## config.mk

```make
export PLATFORM = sky130hd
export DESIGN_NAME = mux_sel_rr_arbiter_v
export DESIGN_NICKNAME = d
export VERILOG_FILES = /design/src/rtl/mux_sel_rr_arbiter_v.sv
export SDC_FILE = /design/constraint.sdc
export NUM_CORES = 1
export LEC_CHECK = 0
export CAP_MARGIN = 10
export CORE_MARGIN = 5
export CORE_UTILIZATION = 38
export CTS_CLUSTER_DIAMETER = 100
export DETAILED_ROUTE_END_ITERATION = 10
export DONT_BUFFER_PORTS = 1
export MAX_ROUTING_LAYER = met4
export PLACE_DENSITY = 0.56
export SETUP_SLACK_MARGIN = 0.05
export SLEW_MARGIN = 25
export SYNTH_ARGS = -nofsm -noshare
export SYNTH_HDL_FRONTEND = slang
export SYNTH_SLANG_ARGS = --single-unit
export TNS_END_PERCENT = 10
```

## constraint.sdc

```tcl
create_clock -name i_clk -period 1.9 [get_ports i_clk]
set_input_delay 0.285 -clock i_clk [delete_from_list [all_inputs] [get_ports i_clk]]
set_output_delay 0.285 -clock i_clk [all_outputs]
set_load 0.02 [all_outputs]
```

## src/rtl/mux_sel_rr_arbiter_v.sv

```systemverilog
// Round-robin arbiter feeding the 4:1 8-bit code mux.
// Drives the mux select code and enable for one source at a time.
// After each grant it inserts one GAP cycle with the enable low.
// Optional hold-time limit: define HOLD_TIMEOUT_EN to revoke a grant after
// HOLD_MAX enable cycles and pulse o_timeout. Without the macro the grant is
// held until i_done or until the grantee withdraws, and o_timeout is tied to 0.
module mux_sel_rr_arbiter_v #(
    parameter int unsigned HOLD_MAX = 8,
    parameter int unsigned CNT_W    = 8
) (
    input  logic       i_clk,
    input  logic       i_rst,
    input  logic [3:0] i_req,
    input  logic       i_done,
    output logic [1:0] o_sel_code,
    output logic       o_en,
    output logic [3:0] o_grant,
    output logic       o_busy,
    output logic       o_timeout
);

    typedef enum logic [1:0] {
        ST_IDLE  = 2'b00,
        ST_GRANT = 2'b01,
        ST_GAP   = 2'b10
    } state_t;

    // Reject illegal parameter values at elaboration.
    if (HOLD_MAX < 1 || HOLD_MAX > 255 || HOLD_MAX > (2 ** CNT_W) - 1) begin : g_bad_hold_max
        $error("mux_sel_rr_arbiter_v: HOLD_MAX must be 1..255 and fit in CNT_W bits");
    end

    state_t     state_q;
    logic [1:0] last_q;
    logic [1:0] sel_q;
    logic       en_q;
    logic [3:0] grant_q;
    logic       busy_q;

    logic [1:0] pick_d;
    logic       pick_vld;
    logic [1:0] idx;
    logic       release_req;
    logic       hold_hit;

    // Round-robin search: first requester at or after last+1, wrapping.
    always_comb begin
        pick_d   = '0;
        pick_vld = 1'b0;
        idx      = '0;
        for (int unsigned i = 1; i <= 4; i++) begin
            idx = last_q + 2'(i);
            if (!pick_vld && i_req[idx]) begin
                pick_d   = idx;
                pick_vld = 1'b1;
            end
        end
    end

    // Grantee finished or withdrew its request.
    assign release_req = i_done || !i_req[sel_q];

`ifdef HOLD_TIMEOUT_EN
    logic [CNT_W-1:0] cnt_q;
    logic             tout_q;

    assign hold_hit = (cnt_q == CNT_W'(HOLD_MAX - 1));

    // Hold counter: cleared while idle, counts GRANT cycles, saturates at HOLD_MAX.
    // The timeout pulse is raised only when done/withdraw did not end the grant.
    always_ff @(posedge i_clk) begin
        if (i_rst) begin
            cnt_q  <= '0;
            tout_q <= 1'b0;
        end else begin
            tout_q <= (state_q == ST_GRANT) && !release_req && hold_hit;
            if (state_q != ST_GRANT) begin
                cnt_q <= '0;
            end else if (cnt_q != CNT_W'(HOLD_MAX)) begin
                cnt_q <= cnt_q + 1'b1;
            end
        end
    end

    assign o_timeout = tout_q;
`else
    assign hold_hit  = 1'b0;
    assign o_timeout = 1'b0;
`endif

    // Arbiter FSM with registered mux controls.
    always_ff @(posedge i_clk) begin
        if (i_rst) begin
            state_q <= ST_IDLE;
            last_q  <= 2'b11;
            sel_q   <= '0;
            en_q    <= 1'b0;
            grant_q <= '0;
            busy_q  <= 1'b0;
        end else begin
            case (state_q)
                ST_IDLE: begin
                    if (pick_vld) begin
                        state_q <= ST_GRANT;
                        sel_q   <= pick_d;
                        en_q    <= 1'b1;
                        grant_q <= 4'b0001 << pick_d;
                        busy_q  <= 1'b1;
                    end
                end
                ST_GRANT: begin
                    if (release_req || hold_hit) begin
                        state_q <= ST_GAP;
                        last_q  <= sel_q;
                        en_q    <= 1'b0;
                        grant_q <= '0;
                    end
                end
                ST_GAP: begin
                    state_q <= ST_IDLE;
                    busy_q  <= 1'b0;
                end
                default: begin
                    state_q <= ST_IDLE;
                    sel_q   <= '0;
                    en_q    <= 1'b0;
                    grant_q <= '0;
                    busy_q  <= 1'b0;
                end
            endcase
        end
    end

    assign o_sel_code = sel_q;
    assign o_en       = en_q;
    assign o_grant    = grant_q;
    assign o_busy     = busy_q;

endmodule
```

; After elaboration in Yosys (flattened, before gate mapping)
; Index checks and enable logic that the tools add are counted.
[op_classes]
n_eq_ne = 4
reduce_logical = 15
magnitude_cmp = 5
n_bitwise = 3
n_mul = 0
n_shift = 1
n_div = 0
addsub = 3
muxes = 30
[ops]
columns = cell, count
row1 = $lt A2 B3 Y1 const B, 5
row2 = $mux W2, 7
row3 = $pmux W4 S3, 1
row4 = $mux W1, 11
row5 = $bmux W1 S2, 5
row6 = $mux W4, 2
row7 = $pmux W2 S2, 2
row8 = $reduce_and A2 Y1, 4
row9 = $add A2 B2 Y2 const B, 2
row10 = $logic_not A1 Y1, 4
row11 = $ne A2 B2 Y1 const B, 2
row12 = $shl A1 B2 Y4 const A, 1
row13 = $logic_and A1 B1 Y1, 3
row14 = $not A1 Y1, 3
row15 = $pmux W1 S3, 1
row16 = $reduce_and A3 Y1, 1
row17 = $add A2 B1 Y2 const B, 1
row18 = $eq A2 B1 Y1 const B, 1
row19 = $eq A2 B2 Y1 const B, 1
row20 = $logic_not A2 Y1, 1
row21 = $pmux W1 S2, 1
row22 = $reduce_or A2 Y1, 1
row23 = $logic_or A1 B1 Y1, 1
[word_totals]
register_bits = 12
romBits = 0
input_bits = 7
wordCells = 67
mem_count = 0
latchBits = 0
mem_bits_rw = 0
out_inout_bits = 9

; Depth between registers and ports, before layout
[logic_depth]
word_depth = 16
mapped_depth = 7
ltp_nobuf = 6

; Least setup slack after synthesis
; No wires, ideal clock.
[synth_timing]
path_type = reg2reg
start = register sel_q[0], in the netlist o_sel_code[0]
end = register en_q, in the netlist o_en
path_stages_with_launch = 6
path_buffers = 1
arrival_time_ns = 1.815
path_slack_ns = -0.033
path_cell_list = dfxtp_1 -> mux4_1 -> and3_1 -> or3_1 -> buf_6 -> mux2i_1
[synth_between]
elab_chain_cells = 6
[synth_lines]
columns = item, line
row1 = from (decl), 35  ; logic [1:0] sel_q;
row2 = from (signal assigned), 105  ; sel_q <= pick_d;
row3 = $bmux W1 S2, 61  ; assign release_req = i_done || !i_req[sel_q];
row4 = $mux W1 (implied by the code), 61
row5 = $logic_not A1 Y1, 61
row6 = $logic_or A1 B1 Y1, 61
row7 = $ne A2 B2 Y1 (no line), n/a
row8 = $reduce_and A3 Y1 (no line), n/a
row9 = to (signal assigned), 97  ; en_q <= 1'b0;
row10 = to (signal assigned), 106  ; en_q <= 1'b1;
row11 = to (signal assigned), 115  ; en_q <= 1'b0;
row12 = to (decl), 36  ; logic en_q;
; No other way between the ends. The select of a mux whose other input is x is not followed.
; A chain may end at the register's enable or synchronous reset.

; Worst setup path in the final report
[layout_timing]
start = register last_q[0]
end = register state_q[0]
[layout_between]
elab_chain_cells = 15
elab_cells_between_ends = 23
classes_between = add/sub: 3 / eq/ne: 1 / mux: 12 / reduce/logical: 7
[layout_lines]
columns = item, line
row1 = from (decl), 34  ; logic [1:0] last_q;
row2 = from (signal assigned), 114  ; last_q <= sel_q;
row3 = $add A2 B1 Y2, 52  ; idx = last_q + 2'(i);
row4 = $bmux W1 S2, 53  ; if (!pick_vld && i_req[idx]) begin
row5 = $mux W1 (implied by the code), 53
row6 = $mux W1, 53
row7 = $logic_not A1 Y1, 53
row8 = $logic_and A1 B1 Y1, 53
row9 = $mux W1, 53
row10 = $logic_not A1 Y1, 53
row11 = $logic_and A1 B1 Y1, 53
row12 = $mux W1, 53
row13 = $logic_not A1 Y1, 53
row14 = $logic_and A1 B1 Y1, 53
row15 = $mux W1 *, 53
row16 = $ne A2 B2 Y1 (no line) *, n/a
row17 = $reduce_and A2 Y1 (no line) *, n/a
row18 = to (signal assigned), 94  ; state_q <= ST_IDLE;
row19 = to (signal assigned), 104  ; state_q <= ST_GRANT;
row20 = to (signal assigned), 113  ; state_q <= ST_GAP;
row21 = to (decl), 33  ; state_t state_q;
; Mark *: on every way between the ends. The rest lies on a longest branch, timed or not. The select of a mux whose other input is x is not followed.

==> impl_metrics.yaml <==
outcome:
  outcome: "finished clean"
worst_hold_path:
  hp-class: "in -> reg"
  whs_endpoint: "state_q[0]"
  min_from: "i_rst"
  hold_depth: 1
clock_network:
  cts_max_level: 1
  clock_latency_ns: 0.27
  numCtsBuffers: 3
  cts_tree: "yes"
  clk_path_buf_depth: 2
  cts.sinks: 12
  clock-root-buffer: "clkbuf_4"
  cts-hold-fix-buffers: 0
  clkTransAtPathRegs_ns: 0.07
power:
  comb_power_share_pct: 37.2
  p_int_w: 0.0005356
  switching_share_pct: 34.79
  ir_drop_mv: 0.5860
  p_per_area_nw_per_um2: 950.0
  switching_power_w: 0.0002857
  sequentialPowerShare_pct: 44.9
  power_frac_clock_pct: 17.9
  p_leak_nw: 0.3576
synth:
  synthTopCellsByArea: "dfxtp_1 (30%), nand2b_1 (8.7%), mux4_1 (6.6%), mux2i_1 (6.3%), ha_1 (4.7%)"
  synth_top_area_share_pct: 30.33
  syn_inst: 86
  yosys_register_bits: 12
  synth-edff-count: 0
  yosysSeqAreaShare_pct: 30.33
  ys.flop_type: "dfxtp_1"
  syn_nets: 96
  synth_area_um2: 792.0
  syn_area_per_cell_um2: 9.209
  synth_cell_types: 33
  ys_async_sr_fraction_pct: 0
  yosys_warnings: 0
  yosys.area.top_type: "dfxtp_1"
critical_path:
  path_class: "reg -> reg"
  cp_data_arrival_time_ns: 1.98
  worstReg2RegEnd: "state_q[0]"
  cp.required_ns: 2.09
  cp-end-kind: "flip-flop"
  reg2reg_slack_ns: 0.11
  critical_path.startpoint_type: "flip-flop"
  rr_startpoint: "last_q[0]"
  path_max_fanout: 7
  worst-r2r-cell-count: 6
floorplan:
  die_h_um: 55.66
  dieArea_um2: 3097
  initial_utilization_pct: 39.96
  die_w_um: 55.66
  design.core.area_um2: 1982
  rows: 16
  io_pins: 16
drt:
  wl_met1_um: 660
  wl_per_cell_um: 13.07
  first_pass_iters: 4
  drt-total-wl_um: 1529
  drc_errors: 0
  vias: 602
  route.met3.wl_um: 120
  antenna_left: 0
  met2_length_um: 738
  routed_via_density: 5.145
  top_layer_used: "met4"
  drt_iter0_markers: 3
sta:
  final.setup_skew_ns: 0.003230
  fin_tns_setup_ns: 0
  fmax_mhz: 558.0
  hold_viol_final: 0
  slew_violations: 0
  min_period_ns: 1.792
  setup_slack_ns: 0.1079
  rsz0062_at_grt: "yes"
  setup_viol: 0
  fin_crit_sh_pct: 94.32
grt:
  grt_pass1_vias: 547
  grt_start_max_net_pins: 15
  grt_first_pass_wirelength_um: 2511
  grt-ovfl-total: 0
  track_usage_pct: 10.68
  antenna_found_initial: 0
placement:
  place_hpwl_um: 1195
  gp_routability_congestion: 0.6906
  io_buffer_count: 0
  post-place-ws_ns: 0.03392
finish:
  area_growth_pct: 9.163
  final_cell_mix: "nand2b_1 (11), dfxtp_1 (10), nor2_1 (8)"
  finish.utilization_pct: 43.62
  drive_above_1_share_pct: 20.00
  diodes: 0
  finalNetCount: 102
  layout_commonest_cell: "nand2b_1"
job:
  cap_violations: 0
-- kinds of logic (layout without fill, tap and decap cells) --
| family | count (synthesis) | count (layout) | share of synthesized area [%] |
|---|---|---|---|
| AND/OR/NAND/NOR | 39 | 39 | 29.54 |
| AO/OA/AOI/OAI | 13 | 13 | 13.43 |
| flip-flops | 12 | 12 | 30.33 |
| buffers and inverters | 10 | 14 | 7.108 |
| multiplexers | 8 | 8 | 14.38 |
| adder cells (fa/ha/maj) | 3 | 3 | 4.740 |
| other | 1 | 1 | 0.4735 |
-- flip-flops by register name, indices dropped and copies added, names as in the netlist --
register / flops
last_q: 2
state_q: 2
o_grant: 4
o_en: 1
o_busy: 1
o_sel_code: 2
-- per-stage QoR --
stage	hold WS (ns)	cells	total power, W	cell area (um2)
3_5_place_dp	0.3640	114	0.0006719	830.8
6_report	0.07471	117	0.0008213	864.6
2_1_floorplan	0.4579	86	0.0006212	793.3
5_1_grt	0.05246	117	0.0008874	864.6
3_3_place_gp	0.3584	114	0.0006709	830.8
4_1_cts	0.07080	117	0.0008314	858.3
-- Yosys cell counts (all sizes together) (3+ instances only) --
| library cell | n |
|---|---|
| nand2 | 3 |
| ha | 3 |
| nand2b | 12 |
| buf | 3 |
| nor2 | 8 |
| inv | 6 |
| nor2b | 4 |
| mux2i | 5 |
| dfxtp | 12 |
-- how the worst max path moves through the flow --
stage          depth (start not counted)           from         end
4_1_cts                                6      last_q[0]  state_q[0]
6_report                               6      last_q[0]  state_q[0]
3_3_place_gp                           5      last_q[0]        o_en
3_5_place_dp                           4  o_sel_code[0]  o_grant[3]
2_1_floorplan                          5  o_sel_code[0]        o_en
5_1_grt                                4  o_sel_code[0]  o_grant[0]
-- power by group through the flow --
stage          clock [W]  combinational (W)  sequential [W]
6_report        0.000147           0.000306        0.000368
5_1_grt         0.000170           0.000341        0.000376
4_1_cts         0.000158           0.000305        0.000369
3_5_place_dp           0           0.000297        0.000374
3_3_place_gp           0           0.000299        0.000372
2_1_floorplan          0           0.000243        0.000378
-- what timing repair did --
item | 4_1_cts | 5_1_grt
pin swaps | 0 | 0
setup buffers | 0 | 0
endpoints found under the hold margin | 0 | 0
endpoints found under the setup margin | 5 | 2
gates resized for setup | 1 | 2
-- layout make-up --
cell class	instances	area [um2]
fill	211	1117
tap	27	33.78
multi-input combinational	64	505.5
inverter	6	22.52
clock buffer	3	22.52
timing repair buffer	5	37.54
sequential	12	242.7
-- worst max-delay path, cell delays in order, from the launching register on --
cell and delay [ns]:
dfxtp_2 0.35, nand2b_4 0.15, and4b_4 0.20, o311a_4 0.38, buf_4 0.14, or2_2 0.29, a211oi_2 0.20
-- per-layer routing --
| metal | track usage [%] | up-vias |
|---|---|---|
| met1 | 11.53 | 273 |
| met2 | 16.05 | 17 |
| met4 | 3.819 | 0 |
| met5 | - | - |
| li1 | - | 310 |
| met3 | 6.497 | 2 |
(Power assumes the default switching activity.)
